===== src/rtl/cp0_pkg.sv =====
// Shared CP0 definitions: register indices, SR/Cause field positions and exception codes.
// Count/Compare logic elsewhere is present only when CP0_TIMER_EN is defined.
package cp0_pkg;

  localparam logic [4:0] REG_COUNT   = 5'd9;
  localparam logic [4:0] REG_COMPARE = 5'd11;
  localparam logic [4:0] REG_SR      = 5'd12;
  localparam logic [4:0] REG_CAUSE   = 5'd13;
  localparam logic [4:0] REG_EPC     = 5'd14;
  localparam logic [4:0] REG_PRID    = 5'd15;

  localparam int SR_IE     = 0;
  localparam int SR_EXL    = 1;
  localparam int IM_LSB    = 10;
  localparam int CAUSE_BD  = 31;
  localparam int CAUSE_TI  = 30;
  localparam int EXC_LSB   = 2;

  localparam logic [31:0] COMPARE_RST = 32'hFFFF_FFFF;

  typedef enum logic [4:0] {
    EXC_INT  = 5'd0,
    EXC_MOD  = 5'd1,
    EXC_TLBL = 5'd2,
    EXC_TLBS = 5'd3,
    EXC_ADEL = 5'd4,
    EXC_ADES = 5'd5,
    EXC_SYS  = 5'd8,
    EXC_BP   = 5'd9,
    EXC_RI   = 5'd10,
    EXC_CPU  = 5'd11,
    EXC_OV   = 5'd12
  } exc_code_e;

endpackage


===== src/rtl/cp0_timer.sv =====
// Count/Compare timer with sticky timer-interrupt flag; instantiated by cp0_intc
// only when CP0_TIMER_EN is defined.
module cp0_timer
  import cp0_pkg::*;
(
  input  logic        clk,
  input  logic        reset_n,
  input  logic        count_we,
  input  logic        compare_we,
  input  logic [31:0] wr_data,
  output logic [31:0] count,
  output logic [31:0] compare,
  output logic        ti
);

  // A Count load replaces that edge's increment; the adder wraps naturally.
  always_ff @(posedge clk or negedge reset_n) begin
    if (!reset_n)      count <= '0;
    else if (count_we) count <= wr_data;
    else               count <= count + 32'd1;
  end

  always_ff @(posedge clk or negedge reset_n) begin
    if (!reset_n)        compare <= COMPARE_RST;
    else if (compare_we) compare <= wr_data;
  end

  // Writing Compare acknowledges the interrupt and beats a coincident match.
  always_ff @(posedge clk or negedge reset_n) begin
    if (!reset_n)                ti <= 1'b0;
    else if (compare_we)         ti <= 1'b0;
    else if (count == compare)   ti <= 1'b1;
  end

endmodule


===== src/rtl/cp0_intc.sv =====
// Coprocessor-0 interrupt/exception controller: SR, Cause, EPC, PRId and read mux.
// Define CP0_TIMER_EN to add the Count/Compare timer (cp0_timer) and its TI interrupt.
module cp0_intc
  import cp0_pkg::*;
#(
  parameter int          NUM_HWINT = 6,
  parameter logic [31:0] PRID_VAL  = 32'h2002_0907,
  parameter logic [31:0] SR_RST    = 32'h0000_0000
) (
  input  logic                 clk,
  input  logic                 reset_n,
  input  logic [4:0]           rd_addr,
  input  logic [4:0]           wr_addr,
  input  logic [31:0]          wr_data,
  input  logic                 wr_en,
  input  logic [31:0]          pc,
  input  logic                 in_delay_slot,
  input  logic [4:0]           exc_code_in,
  input  logic [NUM_HWINT-1:0] hw_int,
  input  logic                 eret,
  output logic                 req,
  output logic [31:0]          epc_out,
  output logic [31:0]          rd_data
);

  logic [31:0]          sr_q, sr_d;
  logic [31:0]          epc_q;
  logic                 bd_q;
  logic [NUM_HWINT-1:0] ip_q;
  logic [4:0]           exc_code_q;
  logic [NUM_HWINT-1:0] line;
  logic [NUM_HWINT-1:0] im;
  logic                 exl, ie;
  logic                 int_req, exc_req;
  logic                 wr_ok;
  logic [31:0]          epc_capture;
  logic [31:0]          cause_rd;
  logic                 ti;

`ifdef CP0_TIMER_EN
  logic [31:0] count;
  logic [31:0] compare;

  cp0_timer u_timer (
    .clk        (clk),
    .reset_n    (reset_n),
    .count_we   (wr_ok && (wr_addr == REG_COUNT)),
    .compare_we (wr_ok && (wr_addr == REG_COMPARE)),
    .wr_data    (wr_data),
    .count      (count),
    .compare    (compare),
    .ti         (ti)
  );
`else
  assign ti = 1'b0;
`endif

  // The timer shares the top hardware line.
  always_comb begin
    line                = hw_int;
    line[NUM_HWINT-1]   = hw_int[NUM_HWINT-1] | ti;
  end

  assign im  = sr_q[IM_LSB +: NUM_HWINT];
  assign exl = sr_q[SR_EXL];
  assign ie  = sr_q[SR_IE];

  // req is a one-cycle take strobe with no handshake: the pipeline must flush
  // on the same cycle it is high; the capture happens on the following edge.
  // Interrupts are held off during reset so only a live exception can raise req.
  assign int_req = reset_n & ~exl & ie & (|(line & im));
  assign exc_req = ~exl & (exc_code_in != 5'd0);
  assign req     = int_req | exc_req;
  assign wr_ok   = wr_en & ~req;

  assign epc_capture = in_delay_slot ? (pc - 32'd4) : pc;
  assign epc_out     = req ? epc_capture : epc_q;

  // Capture outranks mtc0; eret clears EXL unless a capture sets it again.
  always_comb begin
    sr_d = sr_q;
    if (req) begin
      sr_d[SR_EXL] = 1'b1;
    end else begin
      if (wr_ok && (wr_addr == REG_SR)) sr_d = wr_data;
      if (eret) sr_d[SR_EXL] = 1'b0;
    end
  end

  always_ff @(posedge clk or negedge reset_n) begin
    if (!reset_n) sr_q <= SR_RST;
    else          sr_q <= sr_d;
  end

  always_ff @(posedge clk or negedge reset_n) begin
    if (!reset_n)                        epc_q <= '0;
    else if (req)                        epc_q <= epc_capture;
    else if (wr_ok && (wr_addr == REG_EPC)) epc_q <= wr_data;
  end

  always_ff @(posedge clk or negedge reset_n) begin
    if (!reset_n) begin
      bd_q       <= 1'b0;
      exc_code_q <= EXC_INT;
      ip_q       <= '0;
    end else begin
      ip_q <= line;
      if (req) begin
        bd_q       <= in_delay_slot;
        exc_code_q <= int_req ? EXC_INT : exc_code_in;
      end
    end
  end

  always_comb begin
    cause_rd                        = '0;
    cause_rd[CAUSE_BD]              = bd_q;
    cause_rd[CAUSE_TI]              = ti;
    cause_rd[IM_LSB +: NUM_HWINT]   = ip_q;
    cause_rd[EXC_LSB +: 5]          = exc_code_q;
  end

  always_comb begin
    rd_data = '0;
    case (rd_addr)
`ifdef CP0_TIMER_EN
      REG_COUNT:   rd_data = count;
      REG_COMPARE: rd_data = compare;
`endif
      REG_SR:      rd_data = sr_q;
      REG_CAUSE:   rd_data = cause_rd;
      REG_EPC:     rd_data = epc_out;
      REG_PRID:    rd_data = PRID_VAL;
      default:     rd_data = '0;
    endcase
  end

endmodule


===== config.mk =====
export PLATFORM = sky130hd
export DESIGN_NAME = cp0_intc
export DESIGN_NICKNAME = d
export VERILOG_FILES = /design/src/rtl/cp0_pkg.sv /design/src/rtl/cp0_timer.sv /design/src/rtl/cp0_intc.sv
export SDC_FILE = /design/constraint.sdc
export NUM_CORES = 1
export LEC_CHECK = 0
export ABC_AREA = 1
export CORE_MARGIN = 2
export CORE_UTILIZATION = 41
export CTS_CLUSTER_DIAMETER = 60
export DETAILED_ROUTE_END_ITERATION = 16
export PLACE_DENSITY = 0.72
export SLEW_MARGIN = 10
export SYNTH_ARGS = -nofsm -noshare
export SYNTH_HDL_FRONTEND = slang
export SYNTH_SLANG_ARGS = --single-unit

===== constraint.sdc =====
create_clock -name clk -period 2.21 [get_ports clk]
set_input_delay 0.442 -clock clk [delete_from_list [all_inputs] [get_ports clk]]
set_output_delay 0.442 -clock clk [all_outputs]
set_load 0.01 [all_outputs]

==> results.md <==
* Clock transition at path regs at around 70 ps
* ANT nets after route at 0
* Violated checks: setup timing
* Worst Path Required at roughly 1800 ps
* Instance count on the critical path at 15
* Via count at between 7k and 8k
* # Max-Cap Violations at 0
* Leakage at ~5.3 nW
* H-tree depth at 3
* Core area at around 12000 sq um
* Die H at 115 microns
* Initial Util at 0.418
* Buf+Inv Stages, Crit Path at 5
* HP Class: in2reg
* Slowest stage delay, CP at about 290 ps
* Largest net degree at the start of global routing at just under 80
* Tot Pwr at roughly 11 mW
* PortBufs at ~150
* Syn Area/Cell at approximately 6.5 sq um
* Wire length per cell at between 20 and 25 microns
* Fraction of power spent switching nets at 0.419
* R2R cell count at 14
* # diodes at 0
* Antenna violations before repair at 0
* CP endpoint kind: primary output
* Final worst path period need at about 2700 ps
* Int Power at around 6.6 mW
* DP HPWL at approximately 13 mm
* Fin crit share at 1.23
* CTS sink count at between 70 and 80
* Combinational power share at 0.653
* Clock Latency Late Sink at between 300 and 400 ps
* Synth Cell Area at around 5000 sq um
* Vias per inst at a little under 6
* DRC at 0
* Largest area contributor in the netlist: dfrtp_1
* DRT Wirelength at 28.3 mm
* First DRT Iteration DRCs at 1090
* Core Rows at 40
* Total track usage at 0.346
* Synth cell types at 37
* Die X at between 100 and 150 microns
* # IOs at 155
* Switch Pwr at around 4.8 mW
* Skew final at between 7 and 8 ps
* Pre-antenna DRT Iters at 7
* Crit path max-delay family: simple AND/OR/NAND/NOR gates
* CTS tree: yes
* Nets at around 1.2k
* Slew margin rel. at 0.312
* Root Driver: clkbuf_16
* Remaining Overflow, GRT at 0
* WS Path Type: in2out
* Final setup fails at 70
* Fin. Hold Viols at 0
* Commonest non-fill, non-tap cells in the layout: nand2_1, buf_4, buf_6, dfrtp_1, nand3_1
* Share of power burned in the clock network at 0.134
* Startpoint Class: primary input
* Slowest cell on the critical path: dlygate4sd2_1
* Global-route wire length before repair at about 35 mm
* Crit path cell chain: dlygate4sd2_1 -> nor2_2 -> buf_4 -> buf_4 -> nand2_1 -> inv_1 -> nand2_1 -> nor2_2 -> nand2_1 -> nand2_1 -> nand3_4 -> nand2_4 -> nand2_1 -> nand2_1 -> buf_2
* Most frequent CP cell: nand2_1
* Fmax at approximately 370 MHz
* Area fraction of the dominant cell type after synthesis at 0.378
* GPL Wtd Cong at 0.883
* Power per cell area at about 1100 nW/um^2
* RSZ-0062 raised after global routing: yes
* Hold Path Stages at 1
* Post-Syn Instances at between 700 and 800
* Number of fillers in the final layout at 593
* Final slew viol count at 0
* Synth warn at 0
* Most common cell after layout, fill and taps aside: nand2_1
* Seq/Total Area, Yosys at 0.378
* Post-route setup slack at -507 ps
* CTS buffer count at 9
* Die area at roughly 13000 sq um
* Slew @ Worst Pin at 1030 ps
* Synth area leaders: dfrtp_1, nand2_1, nand3_1
* Syn_nets at 863
* Seq cells post-synth at 76
* CTS Hold Bufs at 0
* Number of global-route vias before repair at 7001
* Hold_ws at 349 ps
* CP Max Fanout at 3
* Fin util at 0.841
* Area growth syn-to-layout at 101%
* Worst VDD drop at around 0.00076 V
* Register share of total power at 0.213
* CTS Buffer Depth at 2
* Outcome: finished with violations
* Share of cells above drive strength 1 at 0.461
* Critical Path AT at approximately 2300 ps
-- power by group through the flow --
stage | registers (mW) | logic, mW | clock network, mW
global placement | 2.16 | 4.09 | 0
CTS | 2.24 | 6.14 | 1.47
detailed placement | 2.18 | 4.13 | 0
global route | 2.45 | 7.74 | 1.57
finish | 2.43 | 7.45 | 1.52
floorplan | 2.13 | 1.96 | 0
-- metal layers --
layer	vias up	wire length (microns)	GRT usage
met3	230	3470	0.0836
met5	-	0	0
met2	754	12700	0.558
li1	3191	-	-
met4	0	2480	0.209
met1	3559	9660	0.420
-- synthesized netlist by cell type --
cell type / number
nand2_1: 305
nand3_1: 102
dfrtp_1: 76
inv_1: 69
nor2_1: 64
o21ai_0: 34
a21oi_1: 15
buf_2: 13
o21ai_1: 10
clkbuf_1: 9
o211ai_1: 9
buf_6: 8
inv_2: 8
nand2_2: 8
nor2_2: 5
nand4_1: 4
nor2_4: 4
o21bai_1: 3
xor2_1: 3
a21oi_2: 2
a22oi_1: 2
nand2_4: 2
o21ai_2: 2
or2_2: 2
a31oi_1: 1
and2_1: 1
and3_1: 1
buf_1: 1
buf_4: 1
clkinv_1: 1
ha_1: 1
nand3b_1: 1
nand3b_4: 1
nor3_1: 1
nor3_2: 1
nor3b_1: 1
or2_0: 1
-- area by class of cell --
class                      instances  area [sq um]  area share
tap                              147           184      0.0182
sequential                        76          1900       0.188
inverter                          78           332      0.0328
clock buffer                      10           229      0.0227
multi-input combinational        586          3680       0.364
clock inverter                     6          65.1     0.00644
timing repair buffer             394          3720       0.368
-- repair_timing --
item	in CTS	in global routing
endpoints found under the setup margin	65	102
gates cloned	6	2
setup buffers	69	32
gates resized for setup	563	163
hold endpoints to repair	0	0
pin swaps	70	47
-- state kept, by name, indices dropped and copies added, names as in the netlist --
register,count
epc_q,32
bd_q,1
exc_code_q,5
ip_q,6
sr_q,32
-- kinds of logic after synthesis --
family                   after synthesis  share of synthesized area
AO/OA/AOI/OAI                         78                     0.0879
XOR/XNOR                               3                    0.00523
adder cells (fa/ha/maj)                1                    0.00249
buffers and inverters                110                     0.0981
flip-flops                            76                      0.378
AND/OR/NAND/NOR                      504                      0.428
-- stage by stage --
step           setup slack (ps)  cell area, sq um  cells  TNS [ps]
3_5_place_dp               -926              7710   1182    -54600
2_1_floorplan               168              5030    772         0
6_report                   -507             10100   1297    -21750
5_1_grt                    -509             10100   1297    -24970
4_1_cts                    -323              9340   1272    -14240
3_3_place_gp               -903              7710   1182    -52280
-- final timing paths --
path	from	endpoint	slack, ps
setup / recovery	pc[18]	rd_data[29]	-510
min in group asynchronous	reset_n	ip_q[1]	400
hold reg to reg	exc_code_q[4]	exc_code_q[4]	470
setup reg to reg	sr_q[12]	epc_q[21]	-130
hold / removal	hw_int[0]	ip_q[0]	350
max in group asynchronous	reset_n	epc_q[21]	1170
Power figures use the tool's default switching activity.
